--- config.mk ---
export PLATFORM = sky130hd
export DESIGN_NAME = cipher_group_formatter
export DESIGN_NICKNAME = d
export VERILOG_FILES = /design/src/rtl/cipher_group_formatter_pkg.sv /design/src/rtl/cipher_group_formatter_char_fifo.sv /design/src/rtl/cipher_group_formatter.sv
export SDC_FILE = /design/constraint.sdc
export NUM_CORES = 1
export LEC_CHECK = 0
export BUFFER_PORTS_ARGS = -buffer_cell sky130_fd_sc_hd__buf_4
export CORE_UTILIZATION = 37
export CTS_CLUSTER_DIAMETER = 50
export CTS_CLUSTER_SIZE = 40
export DETAILED_ROUTE_END_ITERATION = 8
export SLEW_MARGIN = 20
export SYNTH_ARGS = -nofsm -noshare
export SYNTH_HDL_FRONTEND = slang
export SYNTH_SLANG_ARGS = --single-unit
--- constraint.sdc ---
create_clock -name clock -period 6.1 [get_ports clock]
set_input_delay 1.22 -clock clock [delete_from_list [all_inputs] [get_ports clock]]
set_output_delay 1.22 -clock clock [all_outputs]
set_load 0.05 [all_outputs]
--- src/rtl/cipher_group_formatter_pkg.sv ---
// cipher_group_formatter_pkg: shared states, ASCII constants and defaults for the group formatter
package cipher_group_formatter_pkg;
   typedef enum logic [1:0] {EMIT, SEP, PAD} fmtState;
   localparam logic [7:0] CHAR_A = 8'h41;
   localparam logic [7:0] CHAR_Z = 8'h5A;
   localparam logic [7:0] CHAR_SPACE = 8'h20;
   localparam logic [7:0] CHAR_X = 8'h58;
   localparam int DEFAULT_GROUP_LEN = 5;
   localparam int DEFAULT_FIFO_DEPTH = 8;
   function automatic logic isLetter(input logic [7:0] c);
      return (c >= CHAR_A) && (c <= CHAR_Z);
   endfunction
endpackage

--- src/rtl/cipher_group_formatter_char_fifo.sv ---
// char_fifo: 8-bit input buffer exposing the head and the entry behind it plus an occupancy count
module char_fifo #(
   parameter int DEPTH = 8
) (
   input  logic                     clock,
   input  logic                     reset,
   input  logic                     wrEn,
   input  logic [7:0]               wrData,
   input  logic                     rdEn,
   output logic [7:0]               rdData,
   output logic [7:0]               rdNext,
   output logic [$clog2(DEPTH):0]   count
);
   localparam int AW = $clog2(DEPTH);
   localparam int CW = AW + 1;
   logic [7:0] mem [DEPTH];
   logic [AW-1:0] wrPtr, rdPtr;
   assign rdData = mem[rdPtr];
   assign rdNext = mem[rdPtr + AW'(1)];
   // storage carries no reset; only the pointers define what is valid
   always_ff @(posedge clock) begin
      if (wrEn) mem[wrPtr] <= wrData;
   end
   // pointer and occupancy bookkeeping, push and pop may coincide
   always_ff @(posedge clock or posedge reset) begin
      if (reset) begin
         wrPtr <= '0;
         rdPtr <= '0;
         count <= '0;
      end else begin
         wrPtr <= wrEn ? wrPtr + AW'(1) : wrPtr;
         rdPtr <= rdEn ? rdPtr + AW'(1) : rdPtr;
         count <= count + CW'(wrEn) - CW'(rdEn);
      end
   end
endmodule

--- src/rtl/cipher_group_formatter.sv ---
// cipher_group_formatter: buffers cipher letters and emits them in fixed-size groups with separators and flush padding
module cipher_group_formatter
   import cipher_group_formatter_pkg::*;
#(
   parameter int          GROUP_LEN  = DEFAULT_GROUP_LEN,
   parameter int          FIFO_DEPTH = DEFAULT_FIFO_DEPTH,
   parameter logic [7:0]  PAD_CHAR   = CHAR_X,
   parameter logic [7:0]  SEP_CHAR   = CHAR_SPACE
) (
   input  logic         clock,
   input  logic         reset,
   input  logic [7:0]   inChar,
   input  logic         inValid,
   output logic         inReady,
   input  logic         flush,
   output logic [7:0]   outChar,
   output logic         outValid,
   input  logic         outReady,
   output logic         badChar,
   output logic         flushDone,
   output logic [15:0]  groupCount
);
   localparam int PW = $clog2(GROUP_LEN + 1);
   localparam int CW = $clog2(FIFO_DEPTH) + 1;
   localparam logic [PW-1:0] LAST = PW'(GROUP_LEN);
   localparam logic [PW-1:0] PRE_LAST = PW'(GROUP_LEN - 1);
   localparam logic [CW-1:0] FULL = CW'(FIFO_DEPTH);
   fmtState state;
   logic [PW-1:0] pos;
   logic flushPending, outIsLetter, outLast;
   logic [CW-1:0] fifoCount, avail;
   logic [7:0] headChar, nextChar;
   logic accept, wrEn, rdEn, canLoad, holdLetter, loadLetter, fifoEmpty;
   assign inReady = (fifoCount < FULL) && !flushPending;
   // a presented letter stays in the FIFO until its handshake, so the buffer limit covers it too
   always_comb begin
      accept = inValid && inReady;
      wrEn = accept && isLetter(inChar);
      holdLetter = outValid && outIsLetter;
      rdEn = holdLetter && outReady;
      canLoad = !outValid || outReady;
      avail = fifoCount - CW'(holdLetter);
      fifoEmpty = fifoCount == '0;
      loadLetter = (state == EMIT) && canLoad && (avail != '0) && (pos < LAST);
   end
   char_fifo #(.DEPTH(FIFO_DEPTH)) fifo (
      .clock  (clock),
      .reset  (reset),
      .wrEn   (wrEn),
      .wrData (inChar),
      .rdEn   (rdEn),
      .rdData (headChar),
      .rdNext (nextChar),
      .count  (fifoCount)
   );
   // grouping FSM with registered output stage; separators only appear once the next letter exists
   always_ff @(posedge clock or posedge reset) begin
      if (reset) begin
         state <= EMIT;
         pos <= '0;
         flushPending <= 1'b0;
         outChar <= 8'h00;
         outValid <= 1'b0;
         outIsLetter <= 1'b0;
         outLast <= 1'b0;
         badChar <= 1'b0;
         flushDone <= 1'b0;
         groupCount <= '0;
      end else begin
         badChar <= accept && !isLetter(inChar);
         flushDone <= 1'b0;
         if (flush) flushPending <= 1'b1;
         if (outValid && outReady) begin
            outValid <= 1'b0;
            if (outLast) groupCount <= groupCount + 16'd1;
         end
         case (state)
            EMIT: begin
               if (loadLetter) begin
                  outChar <= holdLetter ? nextChar : headChar;
                  outValid <= 1'b1;
                  outIsLetter <= 1'b1;
                  outLast <= pos == PRE_LAST;
                  pos <= pos + PW'(1);
               end else if (canLoad && avail != '0) begin
                  outChar <= SEP_CHAR;
                  outValid <= 1'b1;
                  outIsLetter <= 1'b0;
                  outLast <= 1'b0;
                  state <= SEP;
               end else if (flushPending && fifoEmpty && pos != '0 && pos != LAST) begin
                  state <= PAD;
               end else if (flushPending && fifoEmpty) begin
                  flushDone <= 1'b1;
                  flushPending <= 1'b0;
                  pos <= '0;
               end
            end
            SEP: begin
               if (canLoad) begin
                  pos <= '0;
                  state <= EMIT;
               end
            end
            PAD: begin
               if (pos != LAST) begin
                  if (canLoad) begin
                     outChar <= PAD_CHAR;
                     outValid <= 1'b1;
                     outIsLetter <= 1'b0;
                     outLast <= pos == PRE_LAST;
                     pos <= pos + PW'(1);
                  end
               end else begin
                  flushDone <= 1'b1;
                  flushPending <= 1'b0;
                  pos <= '0;
                  state <= EMIT;
               end
            end
            default: state <= EMIT;
         endcase
      end
   end
endmodule

## Word level (Yosys, flattened, before mapping)

Memories as Yosys holds them, arrays and structs flattened.
Cells that the tools add are included.

- Register bits after elaboration: 45
- Bits in latches: 0
- Bits in writable memories: 64
- Bits in read-only memories: 0
- Input bits: 13
- Output and inout port bits: 28
- Word-level logic and storage cells: 119
- Memories: 1

- Add/sub/neg operators: 7
- Multipliers: 0
- Div/mod/pow operators: 0
- Magnitude comparators: 4
- Equality and inequality tests: 15
- Shift-type cells: 0
- Multiplexer cells: 50
- Bitwise gates (word level): 0
- Reductions and logical operators: 29

Memory list:

| memory | words | width | read ports | clocked after memory_dff | write ports | RTL line | text |
|---|---|---|---|---|---|---|---|
| fifo.mem | 8 | 8 | 2 | 0 | 1 | cipher_group_formatter_char_fifo.sv:16 | `logic [7:0] mem [DEPTH];` |

Operator list:

| operator | number |
|---|---|
| 8-bit two-way mux | 5 |
| 1-bit two-way mux | 25 |
| 3-bit two-way mux | 7 |
| 16-bit by 1-bit adder with 16-bit output, second input constant | 1 |
| 8-bit case mux with 2 select lines | 1 |
| 1-bit logical AND | 15 |
| 3-bit != test, second input constant | 4 |
| 2-bit two-way mux | 5 |
| 2-bit != test, second input constant | 5 |
| 1-bit case mux with 2 select lines | 5 |
| 3-bit by 1-bit adder with 3-bit output, second input constant | 3 |
| 3-bit case mux with 3 select lines | 1 |
| 8-bit by 7-bit >= comparator with 1-bit output, second input constant | 1 |
| 8-bit by 7-bit less-or-equal comparator with 1-bit output, second input constant | 1 |
| 4-bit AND reduction | 2 |
| 4-bit by 1-bit subtractor with 4-bit output | 2 |
| 3-bit by 2-bit != test with 1-bit output, second input constant | 2 |
| 2-bit case mux with 3 select lines | 1 |
| 6-bit AND reduction | 1 |
| 3-bit nonzero test | 2 |
| 4-bit by 1-bit adder with 4-bit output | 1 |
| 4-bit zero test | 1 |
| 4-bit less-than comparator, second input constant | 1 |
| 4-bit nonzero test | 1 |
| 10 further kinds | 12 |

## Logic depth before layout (Yosys ltp)

- Depth after elaboration: 8
- Depth in mapped cells: 12

## By module

Synthesis repeated with hierarchy kept, for this count alone.

- Cell total of the unflattened synthesis: 363
- Area, all modules: 5536.6 sq um

Modules (own cells, without submodules):

| module | instances | cells an instance | area an instance (sq um) |
|---|---|---|---|
| char_fifo | 1 | 173 | 3590.9 |
| cipher_group_formatter | 1 | 190 | 1945.6 |

## Worst setup path before layout

No wires, ideal clock.

- Path kind: input to register
- Start point: in inChar[1]
- End point: mem fifo.mem[2][0] (enable)
- Library setup time: 385 ps
- Arrival time: 2797 ps
- Path slack: 2918 ps
- Stages: 6
- Buffers on the path: 0
- Path through: a21oi_1 > o22ai_1 > nor4b_1 > and2b_1 > nand2b_1 > nor3b_1

- Cells in the longest elaborated chain, start to end: 5
- Elaborated cells between the ends (all ways): 6
- Classes of those cells: order compare: 2; mux: 2; reduce/logical: 2

Ends and longest elaborated chain:

| what | RTL line | text |
|---|---|---|
| start, declared | cipher_group_formatter.sv:12 | `input logic [7:0] inChar,` |
| 8-bit by 7-bit >= comparator with 1-bit output / 8-bit by 7-bit less-or-equal comparator with 1-bit output (equally long branches) | cipher_group_formatter_pkg.sv:11 | `return (c >= CHAR_A) && (c <= CHAR_Z);` |
| 1-bit logical AND (*) | cipher_group_formatter_pkg.sv:11 |  |
| 1-bit logical AND (*) | cipher_group_formatter.sv:38 | `wrEn = accept && isLetter(inChar);` |
| 1-bit two-way mux (*) | cipher_group_formatter_char_fifo.sv:22 | `if (wrEn) mem[wrPtr] <= wrData;` |
| 1-bit two-way mux (implied by the code) (*) | cipher_group_formatter_char_fifo.sv:22 |  |
| end, declared | cipher_group_formatter_char_fifo.sv:16 |  |

Every way passes the cells marked *; elsewhere a longest branch is shown, timed or not.

## Final worst setup path

- Start point: reg fifo.rdPtr[1]
- End point: reg outChar[5]

- Cells in the longest elaborated chain, start to end: 5

Ends and longest elaborated chain:

| what | RTL line | text |
|---|---|---|
| start, declared | cipher_group_formatter_char_fifo.sv:17 | `logic [AW-1:0] wrPtr, rdPtr;` |
| start signal, assigned | cipher_group_formatter_char_fifo.sv:32 | `rdPtr <= rdEn ? rdPtr + AW'(1) : rdPtr;` |
| 3-bit by 1-bit adder with 3-bit output | cipher_group_formatter_char_fifo.sv:19 | `assign rdNext = mem[rdPtr + AW'(1)];` |
| memory read 8 x 8 bit (*) | -- |  |
| 8-bit two-way mux (*) | cipher_group_formatter.sv:80 | `outChar <= holdLetter ? nextChar : headChar;` |
| 8-bit two-way mux (*) | cipher_group_formatter.sv:79 | `if (loadLetter) begin` |
| 8-bit case mux with 2 select lines (*) | cipher_group_formatter.sv:77 | `case (state)` |
| end signal, assigned | cipher_group_formatter.sv:80 |  |
| end, declared | cipher_group_formatter.sv:16 | `output logic [7:0] outChar,` |

Marked as above.
A chain may end at the register's enable or synchronous reset.

==> metrics.md <==
| Metric | Value |
|---|---|
| Max Clock Freq | `0.316 GHz` |
| Final TNS setup | `0 ns` |
| Yosys warns | `0` |
| Share of layout cells above drive strength 1 | `27.0%` |
| Arrival time worst endpoint | `3.41 ns` |
| Post-synth EDFFs | `64` |
| Met3 wire length | `682 um` |
| Design area | `0.00616 mm2` |
| Synthesized Nets | `398` |
| Power per cell area | `440 mW/mm2` |
| Seq/Total Area, Yosys | `57.3%` |
| WL per Instance | `18.0 um` |
| DR WL met2 | `5130 um` |
| WL final | `10700 um` |
| Reg clk slew, reported paths | `0.08 ns` |
| Initial antenna violation count | `0` |
| TritonCTS clock tree | `built` |
| Post-route met1 wirelength | `4850 um` |
| GR Util All Layers | `15.6%` |
| Hold path depth | `1` |
| Hold Path Sink | `groupCount[15]` |
| Critical Path RT | `6.34 ns` |
| H-tree lvl count | `3` |
| Chip width | `122 um` |
| Max_cap viols | `0` |
| Setup crit start kind | `register` |
| Slew Limit Headroom | `32.2%` |
| R2R Path Start | `fifo.rdPtr[1]` |
| Placer Congestion | `0.802` |
| Post-CTS Hold Fix Bufs | `0` |
| Static leakage | `0.00247 uW` |
| Drt via density | `5.30` |
| Total power | `2710 uW` |
| Min Tclk post-route | `3.17 ns` |
| Number of top-level pins | `41` |
| Leading cell type by number of instances after synthesis | `edfxtp_1` |
| Drt first pass iters | `4` |
| Vias in the first global route | `3129` |
| Yosys top cell area share | `36.1%` |
| Resized cells post-CTS | `0` |
| Mapped cell area | `0.00532 mm2` |
| Largest net degree at the start of global routing | `46` |
| Area post-placement | `0.00584 mm2` |
| Clock Root Buffer | `clkbuf_16` |
| Port Buffers | `40` |
| RSZ-0062 raised after global routing | `false` |
| Die H | `122 um` |
| Grt total ovfl | `0` |
| Leading area contributor after synthesis | `edfxtp_1` |
| DRC | `0` |
| Netlist cell types | `53` |
| Final setup violation count | `0` |
| Vias | `3155` |
| Critical setup path kind | `register to register` |
| Worst Setup End Kind | `register` |
| R2r endpoint | `outChar[5]` |
| Die area | `0.0149 mm2` |
| Async SR Flop Fraction | `41.3%` |
| Setup Fix Bufs, Post-CTS | `0` |
| Syn avg cell area | `14.5 um2` |
| Worst-Margin Slew | `1.02 ns` |
| CTS Buf Count | `9` |
| Max VDD drop | `188 uV` |
| Hold_ws | `0.478 ns` |
| Mapped Cells | `366` |
| Hold crit path type | `register to register` |
| Antenna Violating Nets Remaining | `0` |
| Initial Util | `38.2%` |
| Area growth from synthesis to layout | `15.6%` |
| Commonest register cell after synthesis | `edfxtp_1` |
| CTS max path bufs | `2` |
| Most instantiated cells after synthesis | `edfxtp_1, dfrtp_1, mux4_2, nand2_1` |
| Crit-path max FO | `18` |
| Endpoints failing hold | `0` |
| First-pass GRT wire length | `17200 um` |
| HP Start | `groupCount[15]` |
| Total Nets Final | `442` |
| Yosys reg bits | `109` |
| Reg2Reg Setup Slack | `2.93 ns` |
| Fin. max-slew vios | `0` |
| Ant. Diodes | `0` |
| FF-to-FF path depth | `6` |
| Status | `completed` |
| Area contributors post-synth | `edfxtp_1, dfrtp_1, mux4_2, ha_1, mux2i_1` |
| Uppermost layer routed | `met4` |
| DP HPWL | `7650 um` |
| Placeable Area | `0.0139 mm2` |
| DRT iter0 DRCs | `222` |
| Final Cycle Share | `51.9%` |
| Final Skew | `0.0103 ns` |
| Worst-Skew Late Latency | `0.36 ns` |
| Placement Rows | `43` |
| Clock sinks | `109` |
==> layout by cell type, fill, tap and decap left out, types with 9 or more instances in the layout <==
cell       synthesis  final
mux2i_1           12     12
xnor2_1           12     12
edfxtp_1          64     64
nand2_1           28     28
inv_1             17     16
o21ai_0           10     10
ha_1              18     18
mux4_2            32     32
clkbuf_16          0      9
dfrtp_1           45     45
a21oi_1           10     10
buf_4              1     47
nor2_1            18     18
xor2_1            11     11
==> sequential cells by signal, indices dropped and copies added, names as in the netlist, 2 cells and up <==
name / flops
fifo.mem: 64
groupCount: 16
outChar: 8
fifo.count: 4
fifo.rdPtr: 3
fifo.wrPtr: 3
pos: 3
state: 2
==> worst max-delay path: stages (launching register included) <==
cell	delay, ns
dfrtp_1	1.02
ha_1	0.80
mux4_2	0.58
nor2b_1	0.14
a211oi_1	0.18
o21ai_0	0.10
a22o_1	0.22
==> through the flow <==
| step | util [%] | worst slack, ns | instances |
|---|---|---|---|
| global route | 44.2 | 2.63 | 595 |
| global placement | 41.9 | 2.31 | 579 |
| floorplan | - | 2.92 | 366 |
| detailed placement | 41.9 | 2.17 | 579 |
| CTS | 44.1 | 2.56 | 595 |
| finish | 44.2 | 2.93 | 595 |
==> layout make-up <==
type	instances	area, um2
Inverter	18	68.8
Fill cell	1254	7780
Timing Repair Buffer	47	353
Clock buffer	9	225
Sequential cell	109	3050
Tap cell	180	225
Clock inverter	7	82.6
Multi-Input combinational cell	225	2150
==> where the power goes <==
part	leakage [uW]	switching, uW	internal (uW)	total, uW
combinational	0.00116	605	557	1160
clock	0.000153	300	295	595
sequential	0.00116	98.8	852	950
total	0.00247	1000	1700	2710
==> routing by layer <==
| layer | vias up | GRT usage [%] |
|---|---|---|
| li1 | 1471 | - |
| met1 | 1593 | 21.2 |
| met2 | 86 | 25.0 |
| met3 | 5 | 4.45 |
| met4 | 0 | 2.93 |
| met5 | - | 0 |
==> worst max-delay path by stage <==
stage                     endpoint  cells past startpoint  slack [ns]           from
global placement    fifo.mem[5][7]                      7        2.31      inChar[1]
floorplan           fifo.mem[2][0]                      6        2.92      inChar[1]
CTS                 fifo.mem[5][7]                      7        2.56      inChar[1]
detailed placement  fifo.mem[5][0]                      7        2.17      inChar[1]
global route            outChar[5]                      6        2.63  fifo.rdPtr[1]
finish                  outChar[5]                      6        2.93  fifo.rdPtr[1]
==> cells by family after synthesis <==
kind of cell,share of synthesized area [%]
buffers and inverters,2.49
DFF,57.3
muxes,17.3
xor gates and xnor gates,3.78
adders and majority gates,4.61
and+or+nand+nor,8.72
AOI/OAI and AO/OA,5.88
No activity file was read; power rests on OpenSTA's default activity.
